===== config.mk =====
export PLATFORM = sky130hd
export DESIGN_NAME = dmem_ctrl
export DESIGN_NICKNAME = d
export VERILOG_FILES = /design/src/rtl/dmem_ctrl_pkg.sv /design/src/rtl/dmem_ctrl_sb.sv /design/src/rtl/dmem_ctrl.sv
export SDC_FILE = /design/constraint.sdc
export NUM_CORES = 1
export LEC_CHECK = 0
export CAP_MARGIN = 20
export CORE_MARGIN = 2
export CORE_UTILIZATION = 50
export CTS_CLUSTER_SIZE = 30
export DETAILED_ROUTE_END_ITERATION = 12
export GPL_ROUTABILITY_DRIVEN = 0
export PLACE_DENSITY = 0.81
export SETUP_SLACK_MARGIN = 0.4
export SYNTH_ARGS = -nofsm -noshare
export SYNTH_HDL_FRONTEND = slang
export SYNTH_HIERARCHICAL = 1
export SYNTH_SLANG_ARGS = --single-unit
export TNS_END_PERCENT = 5

===== constraint.sdc =====
create_clock -name clk -period 4.8 [get_ports clk]
set_clock_uncertainty 0.05 [all_clocks]
set_input_delay 0.72 -clock clk [delete_from_list [all_inputs] [get_ports clk]]
set_output_delay 0.72 -clock clk [all_outputs]
set_load 0.1 [all_outputs]

===== src/rtl/dmem_ctrl_pkg.sv =====
// ---------------------------------------------------------------------------
// ctrl_encode_def: shared encodings for the data-memory controller.
//   dmtype_e  - load/store access type carried on dmtype[2:0]
//   dstate_e  - dmem_ctrl FSM state codes
//   Helpers   - misalignment test, store byte mask, load lane extraction
// ---------------------------------------------------------------------------
package ctrl_encode_def;

   typedef enum logic [2:0] {
      DM_WORD   = 3'b000,
      DM_HALF   = 3'b001,
      DM_HALF_U = 3'b010,
      DM_BYTE   = 3'b011,
      DM_BYTE_U = 3'b100
   } dmtype_e;

   typedef enum logic [1:0] {
      ST_IDLE    = 2'b00,
      ST_RD_WAIT = 2'b01,
      ST_RD_DONE = 2'b10,
      ST_FLUSH   = 2'b11
   } dstate_e;

   // Unused dmtype codes are handled as word accesses.
   function automatic logic is_misaligned(input logic [2:0] dt, input logic [1:0] off);
      case (dmtype_e'(dt))
         DM_HALF, DM_HALF_U: return off[0];
         DM_BYTE, DM_BYTE_U: return 1'b0;
         default:            return (off != 2'b00);
      endcase
   endfunction

   function automatic logic [3:0] store_mask(input logic [2:0] dt, input logic [1:0] off);
      case (dmtype_e'(dt))
         DM_HALF, DM_HALF_U: return off[1] ? 4'b1100 : 4'b0011;
         DM_BYTE, DM_BYTE_U: return 4'b0001 << off;
         default:            return 4'b1111;
      endcase
   endfunction

   function automatic logic [31:0] load_extend(input logic [2:0] dt, input logic [1:0] off,
                                               input logic [31:0] word);
      logic [7:0]  b;
      logic [15:0] h;
      b = 8'(word >> {off, 3'b000});
      h = 16'(word >> {off[1], 4'b0000});
      case (dmtype_e'(dt))
         DM_HALF:   return {{16{h[15]}}, h};
         DM_HALF_U: return {16'h0000, h};
         DM_BYTE:   return {{24{b[7]}}, b};
         DM_BYTE_U: return {24'h000000, b};
         default:   return word;
      endcase
   endfunction

endpackage


===== src/rtl/dmem_ctrl_sb.sv =====
// ---------------------------------------------------------------------------
// sb_fifo: store buffer, FIFO of {word address, byte mask, lane data}.
//   clk, rst (sync, active-low)
//   push/push_addr/push_mask/push_data : enqueue (ignored when full)
//   pop                                 : dequeue head (ignored when empty)
//   head_addr/head_mask/head_data       : oldest entry
//   full, empty, count                  : occupancy (count is ptr width + 1)
//   match_addr -> match_vec             : per-entry valid address hit
// ---------------------------------------------------------------------------
module sb_fifo #(
   parameter int SB_DEPTH = 4,
   parameter int AW       = 10
) (
   input  logic                        clk,
   input  logic                        rst,
   input  logic                        push,
   input  logic [AW-1:0]               push_addr,
   input  logic [3:0]                  push_mask,
   input  logic [31:0]                 push_data,
   input  logic                        pop,
   output logic [AW-1:0]               head_addr,
   output logic [3:0]                  head_mask,
   output logic [31:0]                 head_data,
   output logic                        full,
   output logic                        empty,
   output logic [$clog2(SB_DEPTH):0]   count,
   input  logic [AW-1:0]               match_addr,
   output logic [SB_DEPTH-1:0]         match_vec
);

   localparam int PW = $clog2(SB_DEPTH);

   logic [AW-1:0]       addr_mem [SB_DEPTH];
   logic [3:0]          mask_mem [SB_DEPTH];
   logic [31:0]         data_mem [SB_DEPTH];
   logic [SB_DEPTH-1:0] valid;
   logic [PW-1:0]       wr_ptr;
   logic [PW-1:0]       rd_ptr;
   logic                push_ok;
   logic                pop_ok;

   assign full    = (count == (PW+1)'(SB_DEPTH));
   assign empty   = (count == '0);
   assign push_ok = push && !full;
   assign pop_ok  = pop && !empty;

   assign head_addr = addr_mem[rd_ptr];
   assign head_mask = mask_mem[rd_ptr];
   assign head_data = data_mem[rd_ptr];

   always_ff @(posedge clk) begin
      if (!rst) begin
         wr_ptr <= '0;
         rd_ptr <= '0;
         count  <= '0;
         valid  <= '0;
      end else begin
         if (push_ok) begin
            addr_mem[wr_ptr] <= push_addr;
            mask_mem[wr_ptr] <= push_mask;
            data_mem[wr_ptr] <= push_data;
            valid[wr_ptr]    <= 1'b1;
            wr_ptr           <= wr_ptr + 1'b1;
         end
         if (pop_ok) begin
            valid[rd_ptr] <= 1'b0;
            rd_ptr        <= rd_ptr + 1'b1;
         end
         case ({push_ok, pop_ok})
            2'b10:   count <= count + 1'b1;
            2'b01:   count <= count - 1'b1;
            default: count <= count;
         endcase
      end
   end

   always_comb begin
      match_vec = '0;
      for (int unsigned i = 0; i < SB_DEPTH; i++) begin
         match_vec[i] = valid[i] && (addr_mem[i] == match_addr);
      end
   end

endmodule


===== src/rtl/dmem_ctrl.sv =====
// ---------------------------------------------------------------------------
// dmem_ctrl: MEM-stage data memory controller with a store buffer.
//   clk, rst (sync, active-low)
//   mem_r, mem_w, addr, wdata, dmtype : request from MEM stage
//   rdata    : extended load data (non-zero only in RD_DONE)
//   stall    : hold IF..MEM
//   misalign : current request misaligned (access suppressed)
//   sram_en, sram_we, sram_addr, sram_wdata, sram_rdata : single-port SRAM
// Stores go to the buffer; the buffer drains to SRAM whenever the port is
// not needed for a load read. A load that hits a buffered word flushes first.
// ---------------------------------------------------------------------------
module dmem_ctrl
   import ctrl_encode_def::*;
#(
   parameter int DEPTH_WORDS = 1024,
   parameter int SB_DEPTH    = 4
) (
   input  logic                           clk,
   input  logic                           rst,
   input  logic                           mem_r,
   input  logic                           mem_w,
   input  logic [31:0]                    addr,
   input  logic [31:0]                    wdata,
   input  logic [2:0]                     dmtype,
   output logic [31:0]                    rdata,
   output logic                           stall,
   output logic                           misalign,
   output logic                           sram_en,
   output logic [3:0]                     sram_we,
   output logic [$clog2(DEPTH_WORDS)-1:0] sram_addr,
   output logic [31:0]                    sram_wdata,
   input  logic [31:0]                    sram_rdata
);

   localparam int AW = $clog2(DEPTH_WORDS);
   localparam int CW = $clog2(SB_DEPTH) + 1;

   dstate_e             state;
   dstate_e             state_nxt;
   logic [31:0]         rd_q;
   logic [AW-1:0]       word_addr;
   logic                req_bad;
   logic                ld_req;
   logic                st_req;
   logic                do_read;
   logic                sb_push;
   logic                sb_pop;
   logic                sb_full;
   logic                sb_empty;
   logic                sb_hit;
   logic [CW-1:0]       sb_count;
   logic [AW-1:0]       sb_head_addr;
   logic [3:0]          sb_head_mask;
   logic [31:0]         sb_head_data;
   logic [SB_DEPTH-1:0] sb_match;
   logic                unused_addr_hi;

   // High address bits are dropped so accesses wrap inside the SRAM.
   assign word_addr      = addr[AW+1:2];
   assign unused_addr_hi = ^addr[31:AW+2];

   // Simultaneous mem_r/mem_w is a load.
   assign req_bad = (mem_r || mem_w) && is_misaligned(dmtype, addr[1:0]);
   assign ld_req  = mem_r && !req_bad;
   assign st_req  = mem_w && !mem_r && !req_bad;
   assign sb_hit  = |sb_match;

   sb_fifo #(
      .SB_DEPTH (SB_DEPTH),
      .AW       (AW)
   ) u_sb (
      .clk        (clk),
      .rst        (rst),
      .push       (sb_push),
      .push_addr  (word_addr),
      .push_mask  (store_mask(dmtype, addr[1:0])),
      .push_data  (wdata << {addr[1:0], 3'b000}),
      .pop        (sb_pop),
      .head_addr  (sb_head_addr),
      .head_mask  (sb_head_mask),
      .head_data  (sb_head_data),
      .full       (sb_full),
      .empty      (sb_empty),
      .count      (sb_count),
      .match_addr (word_addr),
      .match_vec  (sb_match)
   );

   always_ff @(posedge clk) begin
      if (!rst) begin
         state <= ST_IDLE;
      end else begin
         state <= state_nxt;
      end
   end

   // Pipeline holds the request stable, so dmtype/addr still describe the
   // load while the SRAM word arrives in RD_WAIT.
   always_ff @(posedge clk) begin
      if (!rst) begin
         rd_q <= '0;
      end else if (state == ST_RD_WAIT) begin
         rd_q <= load_extend(dmtype, addr[1:0], sram_rdata);
      end
   end

   always_comb begin
      state_nxt = state;
      case (state)
         ST_IDLE:    if (ld_req) state_nxt = sb_hit ? ST_FLUSH : ST_RD_WAIT;
         ST_RD_WAIT: state_nxt = ST_RD_DONE;
         ST_RD_DONE: state_nxt = ST_IDLE;
         // FLUSH pops every cycle, so a single remaining entry leaves it empty.
         ST_FLUSH:   if (sb_empty || sb_count == CW'(1)) state_nxt = ST_IDLE;
         default:    state_nxt = ST_IDLE;
      endcase
   end

   // Pushes take priority over drains while stores stream in; the head only
   // drains alongside a store when the buffer is full and the store waits.
   always_comb begin
      stall      = 1'b0;
      do_read    = 1'b0;
      sb_push    = 1'b0;
      sb_pop     = 1'b0;
      sram_en    = 1'b0;
      sram_we    = '0;
      sram_addr  = '0;
      sram_wdata = '0;
      if (rst) begin
         case (state)
            ST_IDLE: begin
               if (ld_req) begin
                  stall = 1'b1;
                  if (sb_hit) sb_pop  = 1'b1;
                  else        do_read = 1'b1;
               end else if (st_req) begin
                  if (sb_full) begin
                     stall  = 1'b1;
                     sb_pop = 1'b1;
                  end else begin
                     sb_push = 1'b1;
                  end
               end else begin
                  sb_pop = !sb_empty;
               end
            end
            ST_RD_WAIT: begin
               stall  = 1'b1;
               sb_pop = !sb_empty;
            end
            ST_RD_DONE: sb_pop = !sb_empty;
            ST_FLUSH: begin
               stall  = 1'b1;
               sb_pop = !sb_empty;
            end
            default: ;
         endcase
         if (do_read) begin
            sram_en   = 1'b1;
            sram_addr = word_addr;
         end else if (sb_pop) begin
            sram_en    = 1'b1;
            sram_we    = sb_head_mask;
            sram_addr  = sb_head_addr;
            sram_wdata = sb_head_data;
         end
      end
   end

   assign rdata    = (rst && state == ST_RD_DONE) ? rd_q : '0;
   assign misalign = rst && req_bad;

endmodule


==> impl_metrics.yaml, run 1 <==
synthesis:
  ys_ff_latch: 231
  yosysUniqueCellTypes: 54
  netlist_area_um2: 11100
  syn_nets: 952
  yosys.area.top_type: "edfxtp_1"
  synth_top_area_share_pct: 50.0
  synth_edf_count: 184
  syn_avg_cell_area_um2: 13.2
  ys.warnings.count: 6
  ys_seq_area_share_pct: 58.5
  synthArstFlopShare_pct: 0
  yosys-top-cells-area: "edfxtp_1, mux4_2, dfxtp_1"
  ys.flop_type: "edfxtp_1"
  syn_inst: 839
cts:
  insertion_delay_ps: 510
  numCtsBuffers: 24
  cts_tree: "yes"
  path_clk_slew_ps: 60
  htreeDepth: 1
  clock-sinks: 231
  post-cts-setup-buffers: 0
  cts_buffer_depth: 3
  root_buffer: "clkbuf_16"
worst_hold_path:
  hp-class: "reg2reg"
  min_from: "rd_q[7]"
  hold_path_end: "rd_q[7]"
  worstHoldPathCells: 2
drt:
  drt_iter0_drc: 434
  wl_per_cell_um: 20.6
  drt_pass1_iterations: 5
  drt_wl_total_um: 26500
  drc: 0
  antenna_left: 0
  route.vias.total: 7381
  vias_per_cell: 5.73
finish:
  nNetsFinal: 1103
  layout_commonest_cell: "edfxtp_1"
  diodes: 0
  utilization_pct: 66.8
  finalNonFillerCells: 1288
  drive_gt1_share_pct: 24.5
  final_cell_mix: "edfxtp_1, buf_12, clkdlybuf4s50_1, a21oi_1, inv_1"
  finalInstanceArea_um2: 14500
  syn_to_final_growth_pct: 31.4
sta:
  grt_setup_unrepaired: "true"
  setup_ws_ps: 496
  fin_crit_ps: 4300
  holdWs_ps: 418
  hold_viol_final: 0
  post-route-period-util_pct: 89.7
  setup_viol: 0
  setup_tns_ps: 0
  finalMaxSlewViolations: 0
  fmax_mhz: 232
  worstMarginPinSlew_ps: 978
  max_slew_margin_pct: 34.8
global_route:
  grt_pass1_wl_um: 41600
  grt-ovfl-total: 0
  grt_usage_pct: 22.3
  grt_start_max_net_pins: 54
  grt_pass1_vias: 7577
  antenna_found_initial: 1
worst_setup_path:
  reg2reg_from: "u_sb/count[2]"
  rr_worst_depth: 13
  crit_path_end_kind: "primary output"
  worstSetupPathType: "in2out"
  critPathMaxFanout: 47
  rrSetupSlack_ps: 1140
  critPathRequiredTime_ps: 4030
  reg2reg_to: "u_sb/count[2]"
  worstPathArrival_ps: 3530
  setup.worst_path.start_class: "input pin"
power_and_ir_drop:
  switching_power_mw: 1.20
  power.leakage_nw: 4.97
  combPwrFrac_pct: 15.0
  p_seq_share_pct: 47.7
  ir_drop_v: 0.000288
  power_mw: 4.64
  swShare_pct: 25.9
  pwr-share-clk_pct: 37.3
  power_density_nw_per_um2: 319
  p_int_mw: 3.44
floorplan:
  rows: 54
  dieArea_um2: 23300
  die_x_um: 153
  core_um2: 21800
  ios: 184
  initial_utilization_pct: 50.8
  die_h_um: 153
placement:
  port_buffers: 163
  dpl.cell_count: 1244
  post-dp-hpwl_um: 17900
  dp_slack_ps: 347
  place_area_um2: 13800
run:
  cap_violations: 0
outcome:
  status: "finished, final reports clean"
[what timing repair did]
action	CTS	global route
setup endpoints to repair	0	17
hold buffers	0	0
resized for setup	0	1
[how the worst max path moves through the flow]
stage / from / cells after the start / to / slack, ps
after floorplan: addr[5] / 10 / sram_wdata[10] / -250
after global placement: addr[8] / 16 / u_sb/count[2] / 460
after detailed placement: addr[4] / 16 / u_sb/count[2] / 350
after CTS: addr[8] / 12 / sram_addr[8] / 410
after global routing: dmtype[2] / 8 / sram_wdata[5] / 350
final: dmtype[2] / 8 / sram_wdata[5] / 500
[cell usage after synthesis (all sizes together), types with 28 or more instances]
cell,number
edfxtp,184
a21oi,52
inv,50
dfxtp,47
mux4,47
o21ai,47
xnor2,44
nor3,43
and2,41
clkbuf,36
nand2,36
nor2,28
[sequential cells by signal (all words and copies together), names as in the netlist, named ones only]
name,cells
u_sb/data_mem,128
u_sb/addr_mem,40
rd_q,32
u_sb/mask_mem,16
u_sb/valid,4
u_sb/count,3
state,2
u_sb/rd_ptr,2
u_sb/wr_ptr,2
[cell type report]
type	instances	area (um2)
fill	1506	7220
multi-input combinational	495	4120
tap	280	350
clock buffer	31	627
sequential	231	6470
clock inverter	13	109
inverter	50	188
timing repair buffer	188	2670
[power by group through the flow]
stage / sequential (mW) / clock (mW) / combinational (mW)
global route: 2.21 / 1.83 / 0.734
floorplan: 2.25 / 0 / 0.436
detailed placement: 2.25 / 0 / 0.695
CTS: 2.21 / 1.76 / 0.699
finish: 2.21 / 1.73 / 0.696
global placement: 2.25 / 0 / 0.683
[per-layer routing]
| metal | GRT usage [%] | routed length, um |
|---|---|---|
| met2 | 37.6 | 13300 |
| met5 | 0 | 13 |
| met4 | 6.97 | 724 |
| met3 | 5.12 | 1950 |
| met1 | 28.8 | 10600 |
[cell families (layout without fill, tap and decap cells)]
logic type	count (synthesis)	in the layout	share of synthesized area, %
compound gates	152	152	8.84
xor+xnor	46	46	3.64
fa+ha+maj	11	11	1.29
buf+inv	113	282	4.46
flops	231	231	58.5
mux	80	80	12.7
simple gates	206	206	10.6
[worst max-delay path, stage by stage]
cell and delay (ps):
clkdlybuf4s50_1 710, inv_1 190, a31o_1 250, or2_1 270, a221o_2 370, buf_4 340
nor3_1 410, buf_12 230
Note: power is estimated with default switching activity, not from simulation.
==> run 2, diff against run 1 <==
PLACE_DENSITY = default   (was 0.81)
PLACE_DENSITY_LB_ADDON = 0.1   (was default)
clock period = 4.5 ns   (was 4.8 ns; I/O delays follow)
==> run 2 against run 1 <==
Against the previous run:
- clock-buffer cell count is 1 higher
- cell count grew 0.47%
- hold slack lost 12 ps
- register-to-register slack got worse by 150 ps
- critical path depth rose by 4
- die area unchanged
- clock power up 5%
- largest cell class unchanged
- flip-flop and latch count is the same
- non-clock buffer count grew 7
==> impl_metrics.yaml, run 2 (synthesis results as in run 1) <==
drt:
  route.vias.total: 7290
  drt_wl_total_um: 26100
  antenna_left: 0
  wl_per_cell_um: 20.2
  drt_iter0_drc: 351
  drc: 0
  vias_per_cell: 5.63
  drt_pass1_iterations: 6
global_route:
  grt_pass1_wl_um: 41600
  grt_start_max_net_pins: 54
  grt_usage_pct: 22.5
  antenna_found_initial: 1
  grt_pass1_vias: 7487
  grt-ovfl-total: 0
finish:
  layout_commonest_cell: "edfxtp_1"
  top_regs: "u_sb/data_mem x128, u_sb/addr_mem x40, rd_q x32"
  fill_cells: 1564
  largest_register_ffs: 128
  seqCellArea_um2: 6470
  multi_input_area_um2: 4150
  utilization_pct: 67.2
  final_cell_mix: "edfxtp_1, buf_12, clkdlybuf4s50_1, a21oi_1, inv_1"
  drive_gt1_share_pct: 25.3
  largest_register: "u_sb/data_mem"
  syn_to_final_growth_pct: 32.2
  nNetsFinal: 1110
worst_setup_path:
  crit_start: "addr[10]"
  crit_path_end_kind: "primary output"
  worstSetupPathType: "in2out"
  worstPathArrival_ps: 3280
  rrSetupSlack_ps: 990
  setup.worst_path.start_class: "input pin"
  reg2reg_from: "u_sb/addr_mem[2][4]"
  critPathMaxFanout: 36
  critPathRequiredTime_ps: 3770
floorplan:
  initial_utilization_pct: 50.8
  die_h_um: 153
  die_x_um: 153
  rows: 54
  dieArea_um2: 23300
  ios: 184
  core_um2: 21800
power_and_ir_drop:
  power_mw: 4.94
  ir_drop_v: 0.000282
  power.leakage_nw: 5.09
  power_density_nw_per_um2: 338
cts:
  root_buffer: "clkbuf_16"
  path_clk_slew_ps: 50
  numCtsBuffers: 24
  cts_tree: "yes"
  clock-sinks: 231
  cts_buffer_depth: 3
  postCtsHoldBufs: 0
  htreeDepth: 1
  insertion_delay_ps: 520
  post-cts-setup-buffers: 0
sta:
  setup_viol: 0
  finalMaxSlewViolations: 0
  post-route-period-util_pct: 88.9
  hold_viol_final: 0
  fmax_mhz: 250
  fin_crit_ps: 4000
  worstMarginPinSlew_ps: 958
  grt_setup_unrepaired: "true"
  max_slew_margin_pct: 36.1
  setup_ws_ps: 498
  setup_tns_ps: 0
worst_hold_path:
  min_from: "rd_q[7]"
  hp-class: "reg2reg"
placement:
  dp_slack_ps: 29.5
  post-dp-hpwl_um: 17700
  port_buffers: 163
outcome:
  status: "finished, final reports clean"
run:
  cap_violations: 0
==> run 2: changes by cell type in the layout (fill, tap and decap cells not counted), sizes merged <==
cell | before | now
clkbuf | 31 | 32
diode | 0 | 1
inv | 51 | 50
clkdlybuf4s50 | 80 | 71
dlymetal6s2s | 0 | 9
clkinvlp | 4 | 1
clkinv | 7 | 8
buf | 108 | 115
==> run 2: power by group <==
| group | internal [mW] | switching [mW] | total (mW) | leakage (nW) |
|---|---|---|---|---|
| clock network | 1.05 | 0.778 | 1.82 | 0.349 |
| logic | 0.282 | 0.474 | 0.756 | 2.70 |
| registers | 2.34 | 0.0160 | 2.36 | 2.05 |
| total | 3.67 | 1.27 | 4.94 | 5.09 |
==> run 2: stage by stage <==
| stage | cells | instance area, um2 | hold WS (ps) |
|---|---|---|---|
| 4_1_cts | 1292 | 14500 | 408 |
| 6_report | 1294 | 14600 | 407 |
| 5_1_grt | 1293 | 14600 | 437 |
| 2_1_floorplan | 839 | 11100 | 377 |
| 3_5_place_dp | 1250 | 13800 | 397 |
| 3_3_place_gp | 1250 | 13800 | 394 |
==> run 2: path summary, 6_finish.rpt <==
kind / to / cells after the start
worst max-delay path: sram_wdata[10] / 12
worst min-delay path: rd_q[7] / 2
worst max register to register: u_sb/count[2] / 16
worst min register to register: rd_q[7] / 2
==> run 2: worst max-delay path, stage by stage <==
cell and delay [ps]:
clkdlybuf4s50_1 620, xnor2_1 180, nand3_1 100, nor3_1 240
nor4_2 80, buf_4 140, and3_1 170, o21ai_1 120
nand2_2 110, buf_12 220, nor3_1 350, buf_12 220
==> run 2: area by class of cell <==
| class | count | share of cell area [%] |
|---|---|---|
| clock inverter | 10 | 0.668 |
| inverter | 50 | 1.28 |
| clock buffer | 32 | 4.32 |
| antenna | 1 | 0.0171 |
| sequential | 231 | 44.3 |
| timing repair buffer | 195 | 18.7 |
| multi-input combinational | 495 | 28.4 |
| tap | 280 | 2.40 |
==> run 2: per-layer routing <==
| layer | share of wire [%] | GRT usage (%) | up-vias |
|---|---|---|---|
| li1 | - | - | 3436 |
| met1 | 42 | 30.2 | 3571 |
| met2 | 49 | 38.1 | 251 |
| met3 | 7.2 | 4.41 | 32 |
| met4 | 1.7 | 5.51 | 0 |
| met5 | 0 | 0 | - |
==> run 2: repair_timing <==
action / CTS / global route
endpoints found under the setup margin: 31 / 48
pin swaps: 0 / 0
gates resized for setup: 2 / 14
==> run 3, diff against run 2 <==
==> constraint.sdc (replaced) <==
create_clock -name clk -period 4.5 [get_ports clk]
set_clock_uncertainty 0.05 [all_clocks]
set_input_delay 0.9 -clock clk [delete_from_list [all_inputs] [get_ports clk]]
set_output_delay 0.9 -clock clk [all_outputs]
set_load 0.1 [all_outputs]
==> run 3 against run 2 <==
Against the previous run:
- power up 7.2%
- sequential power about the same
- critical endpoint is now sram_wdata[23]
- clock-buffer cell count down 1
==> impl_metrics.yaml, run 3 (synthesis results as in run 1) <==
finish:
  layout_commonest_cell: "edfxtp_1"
  finalInstanceArea_um2: 15600
  syn_to_final_growth_pct: 40.8
  diodes: 0
  largest_register_ffs: 128
  largest_register: "u_sb/data_mem"
  fill_cells: 1470
  top_regs: "u_sb/data_mem x128, u_sb/addr_mem x40, rd_q x32"
  drive_gt1_share_pct: 32.3
  finalNonFillerCells: 1335
  final_cell_mix: "edfxtp_1, buf_12, clkdlybuf4s50_1, a21oi_1, inv_1"
  nNetsFinal: 1149
sta:
  setup_viol: 0
  grt_setup_unrepaired: "true"
  finalMaxSlewViolations: 0
  setup_ws_ps: 426
  fin_crit_ps: 4070
  hold_viol_final: 0
  setup_tns_ps: 0
  max_slew_margin_pct: 46.7
  worstMarginPinSlew_ps: 796
  fmax_mhz: 245
  post-route-period-util_pct: 90.5
cts:
  numCtsBuffers: 25
  insertion_delay_ps: 520
  postCtsHoldBufs: 0
  path_clk_slew_ps: 60
  root_buffer: "clkbuf_16"
  cts_buffer_depth: 3
  clock-sinks: 231
  htreeDepth: 1
  cts_tree: "yes"
run:
  cap_violations: 0
power_and_ir_drop:
  power.leakage_nw: 5.49
  power_mw: 5.29
  ir_drop_v: 0.000317
  power_density_nw_per_um2: 340
worst_setup_path:
  critPathRequiredTime_ps: 3550
  worstPathArrival_ps: 3120
  worstSetupPathType: "in2out"
  critPathMaxFanout: 7
  setup.worst_path.start_class: "input pin"
  crit_path_end_kind: "primary output"
drt:
  wl_met3_um: 1720
  drt_wl_total_um: 27400
  drt_pass1_iterations: 5
  vias_per_cell: 5.64
  wl_per_cell_um: 20.5
  met1_length_um: 11200
  top_layer: "met4"
  drc: 0
  route.vias.total: 7533
  antenna_left: 0
  dr_wl_met2_um: 14100
  drt_iter0_drc: 443
global_route:
  antenna_found_initial: 0
  grt_pass1_vias: 7778
  grt_pass1_wl_um: 42900
  grt_start_max_net_pins: 54
  grt_usage_pct: 23.3
  grt-ovfl-total: 0
outcome:
  status: "finished, final reports clean"
floorplan:
  dieArea_um2: 23300
  ios: 184
  die_x_um: 153
  rows: 54
  initial_utilization_pct: 50.8
  die_h_um: 153
  core_um2: 21800
worst_hold_path:
  hp-class: "reg2reg"
placement:
  dpl.cell_count: 1272
  post-dp-hpwl_um: 18000
  place_area_um2: 14300
  dp_slack_ps: -152
  port_buffers: 163
-- run 3: layer usage --
layer,track usage [%],up-vias
li1,-,3528
met1,30.9,3751
met2,40.4,224
met3,4.47,30
met4,5.03,0
met5,0,-
-- run 3: path summary, 6_finish.rpt --
| check | start | to | slack, ps | cells after the start |
|---|---|---|---|---|
| setup reg to reg | u_sb/addr_mem[1][4] | u_sb/count[2] | 950 | 17 |
| hold reg to reg | rd_q[7] | rd_q[7] | 400 | 2 |
| hold / removal | rd_q[7] | rd_q[7] | 400 | 2 |
| setup / recovery | dmtype[1] | sram_wdata[23] | 430 | 9 |
-- run 3: metrics by stage --
| stage | hold slack, ps | util [%] |
|---|---|---|
| after floorplan | 377 | - |
| after global placement | 393 | 65.5 |
| after detailed placement | 395 | 65.5 |
| after CTS | 408 | 71.6 |
| after global routing | 454 | 71.6 |
| final | 404 | 71.6 |
-- run 3: worst max-delay path: stages --
cell           delay [ps]
dlygate4sd2_1         260
buf_6                 120
a31o_4                250
or2_4                 240
a221o_4               450
buf_12                150
bufbuf_16             280
nor3_4                250
buf_12                210
-- run 3: what timing repair did --
action | CTS | global route
endpoints found under the setup margin | 48 | 47
pin swaps | 14 | 10
resized for setup | 71 | 31
gates cloned | 5 | 0
buffers inserted | 9 | 3
-- run 3: final cells by class --
class	count	area [um2]	area share, %
clock buffers	31	658	4.23
clock inverters	15	158	1.01
inverters	50	188	1.21
multi-input cells	495	4540	29.2
flip-flops and latches	231	6470	41.6
well taps	280	350	2.25
repair buffers	233	3200	20.6
-- run 3: where the power goes --
group / total (mW) / internal (mW) / switching [mW]
Clock: 2.03 / 1.21 / 0.819
Sequential: 2.36 / 2.34 / 0.0166
Combinational: 0.906 / 0.376 / 0.529
==> patch (config.mk and constraints of run 2) <==
`SB_DEPTH` is set to 4 in 2 places; all go to 2.
--- a/src/rtl/dmem_ctrl_sb.sv
+++ b/src/rtl/dmem_ctrl_sb.sv
@@ -8,7 +8,7 @@
 //   match_addr -> match_vec             : per-entry valid address hit
 // ---------------------------------------------------------------------------
 module sb_fifo #(
-   parameter int SB_DEPTH = 4,
+   parameter int SB_DEPTH = 2,
    parameter int AW       = 10
 ) (
    input  logic                        clk,
--- a/src/rtl/dmem_ctrl.sv
+++ b/src/rtl/dmem_ctrl.sv
@@ -13,7 +13,7 @@
    import ctrl_encode_def::*;
 #(
    parameter int DEPTH_WORDS = 1024,
-   parameter int SB_DEPTH    = 4
+   parameter int SB_DEPTH    = 2
 ) (
    input  logic                           clk,
    input  logic                           rst,
Check against the original RTL: not equivalent (a bounded check fails within 4 cycles, from zero or initial values and one cycle with rst low).
==> patch against run 2 <==
  * Power fell by 34%
  * Routed wire length is 32% lower
  * Largest power group unchanged
  * Cell area shrank 31%
  * Critical path type unchanged
  * Area after synthesis down 38%
  * Hold slack worse by 0.0015 ns
  * Critical path depth is 1 lower
  * Sequential cell count down 98
  * Setup slack better by 0.049 ns
==> patch: results (changes against run 2) <==
[detailed_routing]
wirelength_met1_um = 7060  ; -35%
route.met2.wl_um = 8980  ; -30%
wl_met3_um = 1320  ; -30%
wirelength_um = 17800  ; -32%
routed.top_layer = met4
vias = 5471  ; -25%
drt-initial-drc-count = 388  ; +11%
drt_pass1_iterations = 5  ; -1

[critical_path]
rrSetupSlack_ns = 1.42  ; +0.43 ns
ff2ff_path_depth = 12  ; -4
path_max_fanout = 47  ; +31%
timing.rr.start = u_sb/addr_mem[1][9]
r2r_end = u_sb/count[1]
arrival_ns = 3.23  ; -0.05 ns

[clocking]
insertion_delay_ns = 0.41  ; -0.11 ns
cts_buffers = 17  ; -29%
h-tree-depth = 4  ; +3
root_buffer = clkbuf_16
clockBufferDepth = 2  ; -1
path_clk_slew_ns = 0.06

[logic_synthesis]
synthXorXnorAreaFrac = 0.0317  ; -0.00470
synth-compound-area-share = 0.142  ; +0.0533
yosysSeqAreaShare = 0.519  ; -0.0655
ys_top_cells_by_area = edfxtp_1, dfxtp_1, mux2_2
synth_edf_count = 92  ; -50%
yosysWarnings = 6  ; unchanged
synth_common_cells = edfxtp_1, and2_1, mux2_2
syn_nets = 726  ; -24%
synth_cell_types = 49  ; -9.3%
synthFlopType = edfxtp_1
yosys-mux-area-fraction = 0.130  ; +0.00319
synthAdderAreaFrac = 0.00181  ; -0.0111

[global_route]
grt_pass1_wl_um = 27800  ; -33%
track_usage = 0.245  ; +0.0199
grt_max_degree = 57  ; +5.6%
antenna_found_initial = 0  ; -1

[final_layout]
layout_top_registers = u_sb/data_mem: 64 flops, rd_q: 32 flops, u_sb/addr_mem: 20 flops
drive_above_1_share = 0.249  ; -0.00335
diodes = 0  ; -1
finalNetCount = 877  ; -21%
fillers = 900  ; -42%

[power]
swShare = 0.268  ; +0.0113
ir_drop_mv = 0.326  ; +15%
p_leak_nw = 3.58  ; -30%

[min_path]
hold_class = reg -> reg

[placed_design]
dp_hpwl_um = 12200  ; -31%

[outcome]
status = complete, no violations

[sta]
worstMarginPinSlew_ns = 1.10  ; +0.145 ns

==> patch: how the worst max path moves through the flow <==
stage	end	slack, ns	cells past startpoint	startpoint
2_1_floorplan	u_sb/addr_mem[0][0]	-0.85	7	dmtype[0]
3_3_place_gp	sram_addr[8]	0.57	11	addr[4]
3_5_place_dp	sram_addr[3]	0.46	11	addr[4]
4_1_cts	sram_addr[3]	0.42	11	addr[11]
5_1_grt	sram_addr[3]	0.41	11	addr[11]
6_report	sram_addr[3]	0.55	11	addr[11]
==> patch: cell families after synthesis <==
| group | after synthesis |
|---|---|
| simple gates | 175 |
| compound gates | 153 |
| flops | 133 |
| mux | 81 |
| buf+inv | 54 |
| xor+xnor | 25 |
| fa+ha+maj | 1 |
==> patch: power groups by stage <==
| stage | registers (mW) | logic [mW] | clock network, mW |
|---|---|---|---|
| after global routing | 1.36 | 0.612 | 1.39 |
| after global placement | 1.38 | 0.563 | 0 |
| after CTS | 1.36 | 0.577 | 1.34 |
| final | 1.36 | 0.578 | 1.32 |
| after floorplan | 1.38 | 0.351 | 0 |
| after detailed placement | 1.38 | 0.574 | 0 |
==> patch: what timing repair did <==
action	CTS	global route
setup buffers	0	0
endpoints found under the setup margin	0	46
gates resized for setup	0	2
==> patch: through the flow <==
| stage | area [sq um] | cells | worst slack (ns) | hold WS, ns | power [mW] |
|---|---|---|---|---|---|
| floorplan | 6900 | 622 | -0.852 | 0.377 | 1.73 |
| global placement | 9430 | 929 | 0.570 | 0.390 | 1.95 |
| detailed placement | 9430 | 929 | 0.456 | 0.399 | 1.96 |
| CTS | 10000 | 961 | 0.417 | 0.406 | 3.27 |
| global route | 10000 | 962 | 0.408 | 0.414 | 3.36 |
| finish | 10000 | 962 | 0.547 | 0.405 | 3.25 |
==> patch: cell type report <==
type | instances | area [sq um] | share of cell area
flip-flops and latches | 133 | 3580 | 0.358
multi-input cells | 435 | 3090 | 0.309
clock buffers | 17 | 425 | 0.0424
repair buffers | 175 | 2520 | 0.252
inverters | 11 | 41.3 | 0.00412
well taps | 176 | 220 | 0.0220
clock inverters | 15 | 139 | 0.0139
==> patch: layer usage <==
metal  vias up  global-route usage
li1       2575                   -
met1      2669               0.296
met2       193               0.408
met3        34              0.0799
met4         0              0.0934
met5         -                   0
==> patch: worst max-delay path: cells and delay by family <==
kind / cells / cell delay (ns)
compound gates: 4 / 0.88
xor+xnor: 1 / 0.12
buf+inv: 3 / 0.98
simple gates: 3 / 0.55
